$ cat config.mk
export PLATFORM = sky130hd
export DESIGN_NAME = spi_peripheral
export DESIGN_NICKNAME = d
export VERILOG_FILES = /design/src/rtl/spi_pkg.sv /design/src/rtl/spi_sync.sv /design/src/rtl/spi_peripheral.sv
export SDC_FILE = /design/constraint.sdc
export NUM_CORES = 1
export LEC_CHECK = 0
export CELL_PAD_IN_SITES_DETAIL_PLACEMENT = 0
export CELL_PAD_IN_SITES_GLOBAL_PLACEMENT = 1
export CORE_MARGIN = 4
export CORE_UTILIZATION = 39
export DETAILED_ROUTE_END_ITERATION = 8
export PLACE_DENSITY_LB_ADDON = 0.1
export SLEW_MARGIN = 20
export SYNTH_ARGS = -nofsm -noshare
export SYNTH_HDL_FRONTEND = slang
export SYNTH_SLANG_ARGS = --single-unit
$ cat constraint.sdc
create_clock -name clk -period 1.6 [get_ports clk]
set_input_delay 0.48 -clock clk [delete_from_list [all_inputs] [get_ports clk]]
set_output_delay 0.48 -clock clk [all_outputs]
set_load 0.05 [all_outputs]
$ cat src/rtl/spi_pkg.sv
// Shared types and constants for the SPI peripheral slice.
package spi_pkg;

  typedef enum logic {
    IDLE   = 1'b0,
    ACTIVE = 1'b1
  } spi_state_e;

  localparam int unsigned SPI_WIDTH_DEFAULT = 8;

  localparam bit SPI_CPOL_IDLE_LOW  = 1'b0;
  localparam bit SPI_CPOL_IDLE_HIGH = 1'b1;
  localparam bit SPI_CPHA_LEADING   = 1'b0;
  localparam bit SPI_CPHA_TRAILING  = 1'b1;

endpackage

$ cat src/rtl/spi_sync.sv
// Two-flop synchronizer with a configurable reset value.
module spi_sync #(
  parameter bit RST_VAL = 1'b0
) (
  input  logic clk,
  input  logic rst,
  input  logic d_i,
  output logic q_o
);

  logic meta_q;
  logic sync_q;

  always_ff @(posedge clk or posedge rst) begin
    if (rst) begin
      meta_q <= RST_VAL;
      sync_q <= RST_VAL;
    end else begin
      meta_q <= d_i;
      sync_q <= meta_q;
    end
  end

  assign q_o = sync_q;

endmodule

$ cat src/rtl/spi_peripheral.sv
// SPI peripheral (target) with a one-deep TX holding register and RX valid/ready output,
// oversampling SCLK/CS/MOSI on the system clock.
module spi_peripheral
  import spi_pkg::*;
#(
  parameter bit          CPOL  = SPI_CPOL_IDLE_LOW,
  parameter bit          CPHA  = SPI_CPHA_LEADING,
  parameter int unsigned WIDTH = SPI_WIDTH_DEFAULT
) (
  input  logic             clk,
  input  logic             rst,
  input  logic             spi_sclk,
  input  logic             spi_cs_n,
  input  logic             spi_mosi,
  output logic             spi_miso,
  input  logic [WIDTH-1:0] tx_data,
  input  logic             tx_valid,
  output logic             tx_ready,
  output logic [WIDTH-1:0] rx_data,
  output logic             rx_valid,
  input  logic             rx_ready,
  output logic             overrun,
  output logic             busy
);

  localparam int unsigned    CW   = (WIDTH > 1) ? $clog2(WIDTH) : 1;
  localparam logic [CW-1:0]  LAST = CW'(WIDTH - 1);

  logic sclk_s, cs_s, mosi_s;

  spi_sync #(.RST_VAL(CPOL))  u_sync_sclk (.clk(clk), .rst(rst), .d_i(spi_sclk), .q_o(sclk_s));
  spi_sync #(.RST_VAL(1'b1))  u_sync_cs   (.clk(clk), .rst(rst), .d_i(spi_cs_n), .q_o(cs_s));
  spi_sync #(.RST_VAL(1'b0))  u_sync_mosi (.clk(clk), .rst(rst), .d_i(spi_mosi), .q_o(mosi_s));

  spi_state_e       state_q, state_d;
  logic             sclk_prev_q, cs_prev_q;
  logic [CW-1:0]    cnt_q, cnt_d;
  logic [WIDTH-1:0] tx_sr_q, tx_sr_d;
  logic [WIDTH-1:0] rx_sr_q, rx_sr_d;
  logic [WIDTH-1:0] hold_q, hold_d;
  logic             hold_full_q, hold_full_d;
  logic [WIDTH-1:0] rx_data_q, rx_data_d;
  logic             rx_valid_q, rx_valid_d;
  logic             overrun_q, overrun_d;

  logic lead_edge, trail_edge, sample_edge, shift_edge;
  logic cs_fall, cs_rise;
  logic load, frame_done;

  assign lead_edge   = (sclk_s != CPOL) && (sclk_prev_q == CPOL);
  assign trail_edge  = (sclk_s == CPOL) && (sclk_prev_q != CPOL);
  assign sample_edge = CPHA ? trail_edge : lead_edge;
  assign shift_edge  = CPHA ? lead_edge  : trail_edge;
  assign cs_fall     = cs_prev_q && !cs_s;
  assign cs_rise     = !cs_prev_q && cs_s;

  always_comb begin
    state_d     = state_q;
    cnt_d       = cnt_q;
    tx_sr_d     = tx_sr_q;
    rx_sr_d     = rx_sr_q;
    hold_d      = hold_q;
    hold_full_d = hold_full_q;
    rx_data_d   = rx_data_q;
    rx_valid_d  = rx_valid_q;
    overrun_d   = 1'b0;
    load        = 1'b0;
    frame_done  = 1'b0;

    if (rx_valid_q && rx_ready) rx_valid_d = 1'b0;

    if (tx_valid && !hold_full_q) begin
      hold_d      = tx_data;
      hold_full_d = 1'b1;
    end

    unique case (state_q)
      IDLE: begin
        if (cs_fall) begin
          state_d = ACTIVE;
          load    = 1'b1;
        end
      end
      ACTIVE: begin
        if (cs_rise) begin
          state_d = IDLE;
          cnt_d   = '0;
          tx_sr_d = '0;
          rx_sr_d = '0;
        end else if (sample_edge) begin
          rx_sr_d = (rx_sr_q << 1) | WIDTH'(mosi_s);
          if (cnt_q == LAST) begin
            cnt_d      = '0;
            frame_done = 1'b1;
            load       = 1'b1;
          end else begin
            cnt_d = cnt_q + 1'b1;
          end
        // Shift edges at count 0 are skipped: either straight after a reload (CPHA=0)
        // or the leading edge that merely presents the first bit (CPHA=1).
        end else if (shift_edge && (cnt_q != '0)) begin
          tx_sr_d = tx_sr_q << 1;
        end
      end
      default: state_d = IDLE;
    endcase

    // An empty holding register may be refilled this same cycle; only clear when it was full.
    if (load) begin
      if (hold_full_q) begin
        tx_sr_d     = hold_q;
        hold_full_d = 1'b0;
      end else begin
        tx_sr_d = '0;
      end
    end

    if (frame_done) begin
      if (!rx_valid_q || rx_ready) begin
        rx_data_d  = rx_sr_d;
        rx_valid_d = 1'b1;
      end else begin
        overrun_d = 1'b1;
      end
    end
  end

  always_ff @(posedge clk or posedge rst) begin
    if (rst) begin
      state_q     <= IDLE;
      sclk_prev_q <= CPOL;
      cs_prev_q   <= 1'b1;
      cnt_q       <= '0;
      tx_sr_q     <= '0;
      rx_sr_q     <= '0;
      hold_q      <= '0;
      hold_full_q <= 1'b0;
      rx_data_q   <= '0;
      rx_valid_q  <= 1'b0;
      overrun_q   <= 1'b0;
    end else begin
      state_q     <= state_d;
      sclk_prev_q <= sclk_s;
      cs_prev_q   <= cs_s;
      cnt_q       <= cnt_d;
      tx_sr_q     <= tx_sr_d;
      rx_sr_q     <= rx_sr_d;
      hold_q      <= hold_d;
      hold_full_q <= hold_full_d;
      rx_data_q   <= rx_data_d;
      rx_valid_q  <= rx_valid_d;
      overrun_q   <= overrun_d;
    end
  end

  assign spi_miso = (state_q == ACTIVE) ? tx_sr_q[WIDTH-1] : 1'b0;
  assign tx_ready = !hold_full_q;
  assign rx_data  = rx_data_q;
  assign rx_valid = rx_valid_q;
  assign overrun  = overrun_q;
  assign busy     = (state_q == ACTIVE);

endmodule

Yosys cells after proc, flatten, opt, wreduce, memory -nomap -nowiden
Cells that the tools add are included.
{"block": "op_classes", "n_addsub": 1, "eq_ne": 2, "mux": 29, "bitwise": 4, "reduce_logical": 19}
{"operator": "2-to-1 mux 8 bit", "n": 9}
{"operator": "2-to-1 mux 1 bit", "n": 15}
{"operator": "2-to-1 mux 3 bit", "n": 3}
{"operator": "OR 8 x 1 -> 8 bit", "n": 1}
{"operator": "logical AND 1 bit", "n": 7}
{"operator": "nonzero test 3 bit", "n": 2}
{"operator": "logical NOT 1 bit", "n": 4}
{"operator": "case mux 1 bit (2 select lines)", "n": 2}
{"operator": "AND reduction 2 bit", "n": 2}
{"operator": "nonzero test 2 bit", "n": 2}
{"operator": "adder 3 x 1 -> 3 bit, second input constant", "n": 1}
{"operator": "equality test 3 bit, second input constant", "n": 1}
{"operator": "!= test 3 x 1 -> 1 bit, second input constant", "n": 1}
{"operator": "inverter 1 bit", "n": 3}
{"operator": "AND reduction 3 bit", "n": 1}
{"operator": "logical OR 1 bit", "n": 1}
{"block": "word_totals", "reg_bits": 47, "in_bits": 15, "out_inout_bits": 13, "word_cells": 72}

Logic depth before layout (Yosys ltp)
Gate-level depths: netlist (run 1).
{"block": "logic_depth", "depth_word": 8, "mapped_depth": 7, "mapped_depth_nobuf": 6}

Modules after synthesis
From an unflattened synthesis (run 1), not the netlist that was laid out.
{"block": "unflattened", "cells_unflattened": 135, "hier_area_um2": 1910.6}
{"module": "spi_peripheral", "instances": 1, "cells_each": 126, "area_per_inst_um2": 1746.7, "seq_area_each_um2": 1002.2}
{"module": "spi_sync at u_sync_mosi ...", "instances": 2, "cells_each": 3, "area_per_inst_um2": 53.8, "seq_area_each_um2": 50.0}
{"module": "spi_sync at u_sync_cs", "instances": 1, "cells_each": 3, "area_per_inst_um2": 56.3, "seq_area_each_um2": 52.6}

Least setup slack after synthesis (run 1)
No wires, ideal clock.
{"block": "synth_timing", "kind": "flip-flop to output port", "start": "register state_q (netlist: busy)", "end": "output spi_miso", "arrival_ns": 1.301, "required_ns": 1.120, "path_slack_ns": -0.181, "path_stages_with_launch": 3, "n_path_buf": 1, "cell_sequence": "dfrtp_1 -> clkbuf_2 -> and2_1"}
{"block": "synth_via", "elab_chain_len": 1}
{"item": "start: declaration", "line_no": "spi_peripheral.sv:35", "text": "spi_state_e state_q, state_d;"}
{"item": "start signal: assignment", "line_no": "spi_peripheral.sv:142", "text": "state_q <= state_d;"}
{"item": "2-to-1 mux 1 bit", "line_no": "spi_peripheral.sv:156", "text": "assign spi_miso = (state_q == ACTIVE) ? tx_sr_q[WIDTH-1] : 1'b0;"}
{"item": "end: declaration", "line_no": "spi_peripheral.sv:15", "text": "output logic spi_miso,"}
Every way passes these cells.

Final worst setup path (run 1)
{"block": "layout_timing", "start": "register cnt_q[1]", "end": "register tx_sr_q[4]"}
{"block": "layout_via", "elab_chain_len": 7, "word_cells_on_any_way": 12, "cone_classes": "eq/ne: 2; mux: 5; reduce/logical: 5"}
{"item": "start: declaration", "line_no": "spi_peripheral.sv:37", "text": "logic [CW-1:0] cnt_q, cnt_d;"}
{"item": "start signal: assignment", "line_no": "spi_peripheral.sv:145", "text": "cnt_q <= cnt_d;"}
{"item": "equality test 3 bit", "line_no": "spi_peripheral.sv:92", "text": "if (cnt_q == LAST) begin"}
{"item": "2-to-1 mux 1 bit", "line_no": "spi_peripheral.sv:92"}
{"item": "2-to-1 mux 1 bit", "line_no": "spi_peripheral.sv:90", "text": "end else if (sample_edge) begin"}
{"item": "2-to-1 mux 1 bit", "line_no": "spi_peripheral.sv:85", "text": "if (cs_rise) begin"}
{"item": "case mux 1 bit (2 select lines)", "line_no": "spi_peripheral.sv:77", "text": "unique case (state_q)"}
{"item": "!= test 3 x 1 -> 1 bit (no line) (tied with other cells)"}
{"item": "AND reduction 3 bit (no line)"}
{"item": "end signal: assignment", "line_no": "spi_peripheral.sv:146", "text": "tx_sr_q <= tx_sr_d;"}
{"item": "end: declaration", "line_no": "spi_peripheral.sv:38", "text": "logic [WIDTH-1:0] tx_sr_q, tx_sr_d;"}
Parallel ways exist; a longest one is shown, timed or not.
A chain may end at the register's enable or synchronous reset.

==> report_table.html, run 1 <==
<table>
<tr><th>Metric</th><th>Value</th></tr>
<tr><th colspan="2">Timing</th></tr>
<tr><td>Final critical delay including setup and external delays</td><td>1.69 ns</td></tr>
<tr><td>Peak clock frequency supported by timing</td><td>~0.59 GHz</td></tr>
<tr><td>Worst-case hold slack</td><td>0.363 ns</td></tr>
<tr><td>PnR worst setup slack</td><td>-0.0859 ns</td></tr>
<tr><td>Unrepaired setup endpoints after global routing</td><td>true</td></tr>
<tr><td>Setup-failing EPs final</td><td>3</td></tr>
<tr><td>Setup TNS</td><td>-0.176 ns</td></tr>
<tr><td>Hold Violations, Final</td><td>0</td></tr>
<tr><td>Final max-slew violation count</td><td>0</td></tr>
<tr><td>Post-route fraction of the period consumed by the critical path</td><td>105%</td></tr>
<tr><td>Headroom to the max-slew limit</td><td>68.9%</td></tr>
<tr><td>Clock Skews</td><td>0.0112 ns</td></tr>
<tr><td>Worst slew pin tran</td><td>about 0.46 ns</td></tr>
<tr><th colspan="2">Route</th></tr>
<tr><td>Final routed wire length divided by cell count</td><td>14.7 um</td></tr>
<tr><td>Detailed-route via count</td><td>1435</td></tr>
<tr><td>Length of the first detailed-routing pass in iterations</td><td>4</td></tr>
<tr><td>Remaining routing DRC violations</td><td>0</td></tr>
<tr><td>Total routed wirelength</td><td>4230 um</td></tr>
<tr><td>Detail Route Antenna Nets</td><td>0</td></tr>
<tr><td>Initial DRC Count</td><td>75</td></tr>
<tr><td>Mean number of vias per cell</td><td>5.00</td></tr>
<tr><th colspan="2">Cells and area</th></tr>
<tr><td>Footprint of the multi-input gates</td><td>878 um2</td></tr>
<tr><td>Combined flip-flop and latch cell area</td><td>1180 um2</td></tr>
<tr><td>Share of layout cells above drive strength 1</td><td>41.9%</td></tr>
<tr><td>Nets</td><td>234</td></tr>
<tr><td>Layout-stage area growth over the synthesis result</td><td>42.9%</td></tr>
<tr><td>Post-Layout Inst Area</td><td>2930 um2</td></tr>
<tr><td>Final-layout fill cell count</td><td>441</td></tr>
<tr><td>Post-route core utilization</td><td>approximately 57%</td></tr>
<tr><td>Antenna diode count</td><td>0</td></tr>
<tr><td>Final standard cell count with taps included and fillers excluded</td><td>287</td></tr>
<tr><th colspan="2">Die</th></tr>
<tr><td>Starting density of the core</td><td>40.2%</td></tr>
<tr><td>Floorplan row count</td><td>26</td></tr>
<tr><td>Die X-Extent</td><td>80.5 um</td></tr>
<tr><td>Total core area</td><td>5110 um2</td></tr>
<tr><td>Y dimension of the die</td><td>80.5 um</td></tr>
<tr><td>Number of top-level pins</td><td>28</td></tr>
<tr><td>Total Die Area</td><td>between 6000 and 7000 um2</td></tr>
<tr><th colspan="2">Pwr</th></tr>
<tr><td>Worst IR drop on VDD</td><td>0.640 mV</td></tr>
<tr><td>Power Dens Cells</td><td>around 1200 nW/um2</td></tr>
<tr><td>Static leakage power</td><td>roughly 1.3 nW</td></tr>
<tr><th colspan="2">Logic synthesis</th></tr>
<tr><td>Most used standard cells in the synthesized netlist</td><td>44 x sky130_fd_sc_hd__dfrtp_1, 23 x sky130_fd_sc_hd__mux2_2, 21 x sky130_fd_sc_hd__nand2_1</td></tr>
<tr><td>Total nets after synthesis</td><td>between 150 and 200</td></tr>
<tr><td>Number of flops mapped to enable cells by yosys</td><td>0</td></tr>
<tr><td>Post-synthesis cell count</td><td>162</td></tr>
<tr><td>Most area-hungry cell type in the Yosys netlist</td><td>sky130_fd_sc_hd__dfrtp_1</td></tr>
<tr><td>Fraction of synthesized cell area taken by the top area cell type</td><td>53.7%</td></tr>
<tr><td>Proportion of synthesized flip-flops having asynchronous set or reset</td><td>100%</td></tr>
<tr><td>Synthesized area per cell</td><td>12.7 um2</td></tr>
<tr><td>Flip-flop cell with the highest count after synthesis</td><td>sky130_fd_sc_hd__dfrtp_1</td></tr>
<tr><td>Synth warnings</td><td>0</td></tr>
<tr><td>Post-Synthesis Cell Area</td><td>2050 um2</td></tr>
<tr><td>Dominant cells by area after synthesis</td><td>sky130_fd_sc_hd__dfrtp_1 54%, sky130_fd_sc_hd__mux2_2 13%, sky130_fd_sc_hd__a22o_1 4.3%</td></tr>
<tr><td>Number of different library cells in the post-synthesis netlist</td><td>36</td></tr>
<tr><td>Library cell with the highest instance count after synthesis</td><td>sky130_fd_sc_hd__dfrtp_1</td></tr>
<tr><td>Sequential-to-total area share from yosys stat</td><td>roughly 58%</td></tr>
<tr><td>Flop and latch count out of synthesis</td><td>47</td></tr>
<tr><th colspan="2">Placed design</th></tr>
<tr><td>Number of port buffers</td><td>27</td></tr>
<tr><td>Placed wire-length estimate after detailed placement</td><td>2980 um</td></tr>
<tr><td>Dpl cells</td><td>267</td></tr>
<tr><td>Dpl cell area</td><td>2660 um2</td></tr>
<tr><td>Placer congestion estimate</td><td>0.780</td></tr>
<tr><th colspan="2">Outcome</th></tr>
<tr><td>Status</td><td>finished with violations</td></tr>
<tr><td>Failing checks</td><td>setup timing</td></tr>
<tr><th colspan="2">CTS</th></tr>
<tr><td>Clk Latency, worst-skew pair</td><td>around 0.3 ns</td></tr>
<tr><td>Max H-tree Level</td><td>2</td></tr>
<tr><td>Clock sink count</td><td>47</td></tr>
<tr><td>Root Driver</td><td>sky130_fd_sc_hd__clkbuf_8</td></tr>
<tr><td>Max Root-Sink Buffers</td><td>2</td></tr>
<tr><td>Hold buffer count at cts</td><td>0</td></tr>
<tr><td>TritonCTS clock tree</td><td>yes</td></tr>
<tr><td>Total CTS buffers</td><td>5</td></tr>
<tr><td>CTS clock-pin slew for the worst setup and hold paths</td><td>0.10 ns</td></tr>
<tr><th colspan="2">Setup path</th></tr>
<tr><td>Startpoint-to-endpoint class of the critical path</td><td>reg2reg</td></tr>
<tr><td>Endpoint type of the worst setup path</td><td>flip-flop</td></tr>
<tr><td>Startpoint type of the worst setup path</td><td>flip-flop</td></tr>
<tr><td>Data required time of the worst path</td><td>roughly 1.8 ns</td></tr>
<tr><td>CP Max Fanout</td><td>3</td></tr>
<tr><td>Crit path DAT</td><td>1.88 ns</td></tr>
<tr><th colspan="2">GRT</th></tr>
<tr><td>Residual overflow from global routing</td><td>0</td></tr>
<tr><td>Number of global-route vias before repair</td><td>about 1400</td></tr>
<tr><td>Antenna violations before repair</td><td>0</td></tr>
<tr><td>First-pass GRT wire length</td><td>approximately 7100 um</td></tr>
<tr><td>Pin count of the biggest net entering global routing</td><td>21</td></tr>
<tr><td>Total GRT Usage</td><td>14.4%</td></tr>
<tr><th colspan="2">Hold path</th></tr>
<tr><td>Worst hold-check path type</td><td>reg2reg</td></tr>
<tr><th colspan="2">Job</th></tr>
<tr><td>Max Cap Viol</td><td>0</td></tr>
</table>
-- registers in the layout, summed over array words and instances (netlist names), 3 cells and up --
signal,count
rx_data,8
cnt_q,3
hold_q,8
tx_sr_q,8
rx_sr_q,8
-- cell families after synthesis --
logic type	after synthesis	share of synthesized area [%]
compound gates	30	11.5
fa+ha+maj	3	1.83
buf+inv	14	3.84
flops	47	57.5
mux	23	12.6
simple gates	45	12.7
-- metal layers --
layer	global-route usage [%]	wire length, um	vias up
li1	-	-	690
met1	21.2	2050	710
met2	20.5	1940	31
met3	3.48	191	4
met4	5.07	48	0
met5	0	0	-
-- worst paths after layout --
check,start,to,slack (ns),cells after the start
setup / recovery,cnt_q[1],tx_sr_q[4],-0.09,7
hold / removal,u_sync_cs.meta_q,u_sync_cs.q_o,0.36,0
setup reg to reg,cnt_q[1],tx_sr_q[4],-0.09,7
hold reg to reg,u_sync_cs.meta_q,u_sync_cs.q_o,0.36,0
max in group asynchronous,rst,hold_full_q,0.73,3
min in group asynchronous,rst,busy,0.45,2
-- final cells by class --
class / count / share of cell area (%)
sequential: 47 / 40.3
clock buffer: 5 / 2.35
multi-input combinational: 101 / 30.0
clock inverter: 3 / 0.939
inverter: 5 / 0.640
timing repair buffer: 56 / 22.8
tap: 70 / 2.99
-- worst max-delay path: stages, from the launching register on --
cell                       delay [ns]
sky130_fd_sc_hd__dfrtp_1         0.40
sky130_fd_sc_hd__inv_1           0.06
sky130_fd_sc_hd__ha_2            0.18
sky130_fd_sc_hd__nand2b_4        0.05
sky130_fd_sc_hd__nand3b_1        0.13
sky130_fd_sc_hd__buf_4           0.14
sky130_fd_sc_hd__mux2_2          0.32
sky130_fd_sc_hd__a222oi_1        0.31
-- stage by stage --
stage	total power, mW	setup WS, ns
5_1_grt	3.58	-0.144
4_1_cts	3.36	-0.0735
3_3_place_gp	2.48	-0.109
6_report	3.38	-0.0859
3_5_place_dp	2.52	-0.129
2_1_floorplan	2.17	-0.0921
-- power by group --
| part | switching, mW | internal (mW) | total (mW) |
|---|---|---|---|
| sequential | 0.141 | 1.41 | 1.55 |
| combinational | 0.479 | 0.588 | 1.07 |
| clock | 0.431 | 0.324 | 0.755 |
| total | 1.05 | 2.33 | 3.38 |
-- cells in the final DEF, fill, tap and decap left out, types with 4 or more instances in the layout --
master / n
sky130_fd_sc_hd__a222oi_1: 6
sky130_fd_sc_hd__a22o_1: 10
sky130_fd_sc_hd__buf_12: 16
sky130_fd_sc_hd__buf_4: 24
sky130_fd_sc_hd__clkbuf_8: 5
sky130_fd_sc_hd__clkdlybuf4s50_1: 14
sky130_fd_sc_hd__dfrtp_1: 42
sky130_fd_sc_hd__inv_1: 4
sky130_fd_sc_hd__mux2_2: 12
sky130_fd_sc_hd__mux2_4: 11
sky130_fd_sc_hd__nand2_1: 21
sky130_fd_sc_hd__o21ai_0: 7
-- timing repair --
action                     in CTS  in global routing
pin swaps                       6                  3
resized for setup              16                  4
setup buffers                   5                  7
setup endpoints to repair      17                 15
Note: power is estimated with default switching activity, not from simulation.
==> run 2: changes to the inputs <==
Settings changed: CORE_UTILIZATION 39 to 43.
Clock period 1.6 ns to 1.7 ns, I/O delays scaled along.
==> report_table.html, run 2 (synthesis results as in run 1) <==
<table>
<tr><th>Metric</th><th>Value</th></tr>
<tr><th colspan="2">Route</th></tr>
<tr><td>Mean number of vias per cell</td><td>5.55 (+11%)</td></tr>
<tr><td>Initial DRC Count</td><td>96 (+28%)</td></tr>
<tr><td>Length of the first detailed-routing pass in iterations</td><td>4 (unchanged)</td></tr>
<tr><td>Total routed wirelength</td><td>4050 um (-4.2%)</td></tr>
<tr><td>Detailed-route via count</td><td>1416 (-1.3%)</td></tr>
<tr><td>Final routed wire length divided by cell count</td><td>15.9 um (+7.8%)</td></tr>
<tr><td>Detail Route Antenna Nets</td><td>0 (unchanged)</td></tr>
<tr><td>Remaining routing DRC violations</td><td>0 (unchanged)</td></tr>
<tr><th colspan="2">CTS</th></tr>
<tr><td>Total CTS buffers</td><td>5 (unchanged)</td></tr>
<tr><td>Clock sink count</td><td>47 (unchanged)</td></tr>
<tr><td>Max H-tree Level</td><td>2 (unchanged)</td></tr>
<tr><td>TritonCTS clock tree</td><td>yes</td></tr>
<tr><td>CTS clock-pin slew for the worst setup and hold paths</td><td>0.10 ns (about the same)</td></tr>
<tr><td>Max Root-Sink Buffers</td><td>2 (unchanged)</td></tr>
<tr><td>Root Driver</td><td>sky130_fd_sc_hd__clkbuf_8</td></tr>
<tr><td>Hold buffer count at cts</td><td>0 (unchanged)</td></tr>
<tr><td>Clk Latency, worst-skew pair</td><td>0.30 ns (about the same)</td></tr>
<tr><th colspan="2">Placed design</th></tr>
<tr><td>Number of port buffers</td><td>27 (unchanged)</td></tr>
<tr><td>Dpl cells</td><td>242 (-9.4%)</td></tr>
<tr><td>Placed wire-length estimate after detailed placement</td><td>2890 um (-3.0%)</td></tr>
<tr><td>Placer congestion estimate</td><td>0.744 (-4.7%)</td></tr>
<tr><th colspan="2">Hold path</th></tr>
<tr><td>Worst hold-check path type</td><td>reg2reg</td></tr>
<tr><td>Hold Path Depth</td><td>0 (unchanged)</td></tr>
<tr><td>Worst hold path startpoint</td><td>u_sync_mosi.meta_q</td></tr>
<tr><th colspan="2">Die</th></tr>
<tr><td>Number of top-level pins</td><td>28 (unchanged)</td></tr>
<tr><td>Total core area</td><td>4470 um2 (-12%)</td></tr>
<tr><td>Starting density of the core</td><td>45.8% (+5.7 points)</td></tr>
<tr><td>Y dimension of the die</td><td>77.1 um (-4.3%)</td></tr>
<tr><td>Die X-Extent</td><td>77.1 um (-4.3%)</td></tr>
<tr><td>Total Die Area</td><td>5940 um2 (-8.4%)</td></tr>
<tr><td>Floorplan row count</td><td>24 (-7.7%)</td></tr>
<tr><th colspan="2">Outcome</th></tr>
<tr><td>Status</td><td>finished with violations</td></tr>
<tr><td>Failing checks</td><td>setup timing</td></tr>
<tr><th colspan="2">Pwr</th></tr>
<tr><td>Share of total power in the clock network</td><td>23.4% (+1.0 points)</td></tr>
<tr><td>Internal Dissipation</td><td>2.12 mW (-8.7%)</td></tr>
<tr><td>Part of the power in registers</td><td>47.8% (+1.8 points)</td></tr>
<tr><td>Switching share of power</td><td>31.6% (+0.44 points)</td></tr>
<tr><td>Total power of the final layout</td><td>3.10 mW (-8.1%)</td></tr>
<tr><td>Static leakage power</td><td>1.25 nW (-7.2%)</td></tr>
<tr><td>Power dissipated by switching net loads</td><td>980 uW (-6.8%)</td></tr>
<tr><td>Worst IR drop on VDD</td><td>0.665 mV (+3.8%)</td></tr>
<tr><td>Combinational share of power</td><td>28.8% (-2.8 points)</td></tr>
<tr><td>Power Dens Cells</td><td>1140 nW/um2 (-1.3%)</td></tr>
<tr><th colspan="2">Cells and area</th></tr>
<tr><td>Antenna diode count</td><td>0 (unchanged)</td></tr>
<tr><td>Commonest cells after routing, fill and taps aside</td><td>42 x sky130_fd_sc_hd__dfrtp_1, 21 x sky130_fd_sc_hd__nand2_1, 20 x sky130_fd_sc_hd__mux2_2, 15 x sky130_fd_sc_hd__buf_12, 14 x sky130_fd_sc_hd__clkdlybuf4s50_1</td></tr>
<tr><td>Layout-stage area growth over the synthesis result</td><td>33.1%</td></tr>
<tr><td>Final standard cell count with taps included and fillers excluded</td><td>255 (-11%)</td></tr>
<tr><td>Share of layout cells above drive strength 1</td><td>38.4% (-3.5 points)</td></tr>
<tr><td>Post-route core utilization</td><td>61.0% (+3.6 points)</td></tr>
<tr><td>Final-layout fill cell count</td><td>353 (-20%)</td></tr>
<tr><td>Nets</td><td>220 (-6.0%)</td></tr>
<tr><td>Most common library cell in the layout ignoring fill and taps</td><td>sky130_fd_sc_hd__dfrtp_1</td></tr>
<tr><th colspan="2">Setup path</th></tr>
<tr><td>Data required time of the worst path</td><td>1.90 ns (+0.10 ns)</td></tr>
<tr><td>Startpoint-to-endpoint class of the critical path</td><td>reg2reg</td></tr>
<tr><td>Startpoint of the worst register-to-register path</td><td>cnt_q[0]</td></tr>
<tr><td>Crit path DAT</td><td>1.91 ns (+0.03 ns)</td></tr>
<tr><td>Critical Path Start</td><td>cnt_q[0]</td></tr>
<tr><td>CP Max Fanout</td><td>4 (+1)</td></tr>
<tr><td>Startpoint type of the worst setup path</td><td>flip-flop</td></tr>
<tr><td>Endpoint type of the worst setup path</td><td>flip-flop</td></tr>
<tr><td>Worst-case reg-to-reg path depth</td><td>6 (-1)</td></tr>
<tr><th colspan="2">Timing</th></tr>
<tr><td>Peak clock frequency supported by timing</td><td>0.582 GHz (-2.0%)</td></tr>
<tr><td>Hold Violations, Final</td><td>0 (unchanged)</td></tr>
<tr><td>Worst-case hold slack</td><td>0.360 ns (-0.00347 ns)</td></tr>
<tr><td>Setup-failing EPs final</td><td>3 (unchanged)</td></tr>
<tr><td>PnR worst setup slack</td><td>-0.0195 ns (+0.0664 ns)</td></tr>
<tr><td>Final critical delay including setup and external delays</td><td>1.72 ns (+0.0336 ns)</td></tr>
<tr><td>Setup TNS</td><td>-0.0371 ns (+0.139 ns)</td></tr>
<tr><td>Worst slew pin tran</td><td>0.477 ns (+0.0130 ns)</td></tr>
<tr><td>Final max-slew violation count</td><td>0 (unchanged)</td></tr>
<tr><td>Clock Skews</td><td>0.00421 ns (-0.00699 ns)</td></tr>
<tr><td>Unrepaired setup endpoints after global routing</td><td>true</td></tr>
<tr><td>Headroom to the max-slew limit</td><td>68.2% (-0.68 points)</td></tr>
<tr><td>Post-route fraction of the period consumed by the critical path</td><td>101% (-4.2 points)</td></tr>
<tr><th colspan="2">GRT</th></tr>
<tr><td>First-pass GRT wire length</td><td>7020 um (-1.3%)</td></tr>
<tr><td>Number of global-route vias before repair</td><td>1490 (+5.0%)</td></tr>
<tr><td>Antenna violations before repair</td><td>0 (unchanged)</td></tr>
<tr><td>Pin count of the biggest net entering global routing</td><td>24 (+14%)</td></tr>
<tr><td>Residual overflow from global routing</td><td>0 (unchanged)</td></tr>
<tr><td>Total GRT Usage</td><td>14.9% (+0.50 points)</td></tr>
<tr><th colspan="2">Job</th></tr>
<tr><td>Max Cap Viol</td><td>0 (unchanged)</td></tr>
</table>
-- run 2: per-stage QoR --
step	worst slack, ns	area [um2]
floorplan	-0.0221	2050
global placement	-0.0817	2560
detailed placement	-0.114	2560
CTS	-0.0227	2680
global route	-0.112	2730
finish	-0.0195	2730
-- run 2: repair_timing --
item | in CTS | in global routing
gates resized for setup | 4 | 8
buffers inserted | 1 | 4
setup endpoints to repair | 15 | 10
pin swaps | 4 | 4
-- run 2: path summary, 6_finish.rpt --
kind / end / slack [ns]
max in group asynchronous: cs_prev_q / 0.78
min in group asynchronous: hold_q[7] / 0.45
setup / recovery: tx_sr_q[5] / -0.02
setup reg to reg: tx_sr_q[5] / -0.02
hold / removal: u_sync_mosi.q_o / 0.36
hold reg to reg: u_sync_mosi.q_o / 0.36
-- run 2: final cells by class --
cell class                 instances  area (um2)  area share [%]
sequential                        47        1180            43.3
multi-input combinational        101         825            30.2
timing repair buffer              42         542            19.9
clock buffer                       5        68.8            2.52
tap                               52        65.1            2.38
clock inverter                     3        27.5            1.01
inverter                           5        18.8           0.688
-- run 2: power groups by stage --
stage / Combinational [mW] / Sequential [mW] / Clock (mW)
finish: 0.894 / 1.48 / 0.725
global route: 0.987 / 1.52 / 0.802
CTS: 0.846 / 1.49 / 0.743
detailed placement: 0.830 / 1.51 / 0
global placement: 0.811 / 1.50 / 0
floorplan: 0.597 / 1.44 / 0
-- run 2: critical path, stage by stage (launching register included) --
cell and delay [ns]:
sky130_fd_sc_hd__dfrtp_1 0.41, sky130_fd_sc_hd__inv_1 0.07, sky130_fd_sc_hd__ha_2 0.19, sky130_fd_sc_hd__nand2b_4 0.06
sky130_fd_sc_hd__nand3b_1 0.21, sky130_fd_sc_hd__mux2_2 0.36, sky130_fd_sc_hd__a222oi_1 0.32
-- run 2: layer usage --
metal	GRT usage, %	share of wire, %
met5	0	0
met4	3.74	0.57
met3	5.04	4.6
met2	23.0	47
met1	20.2	47
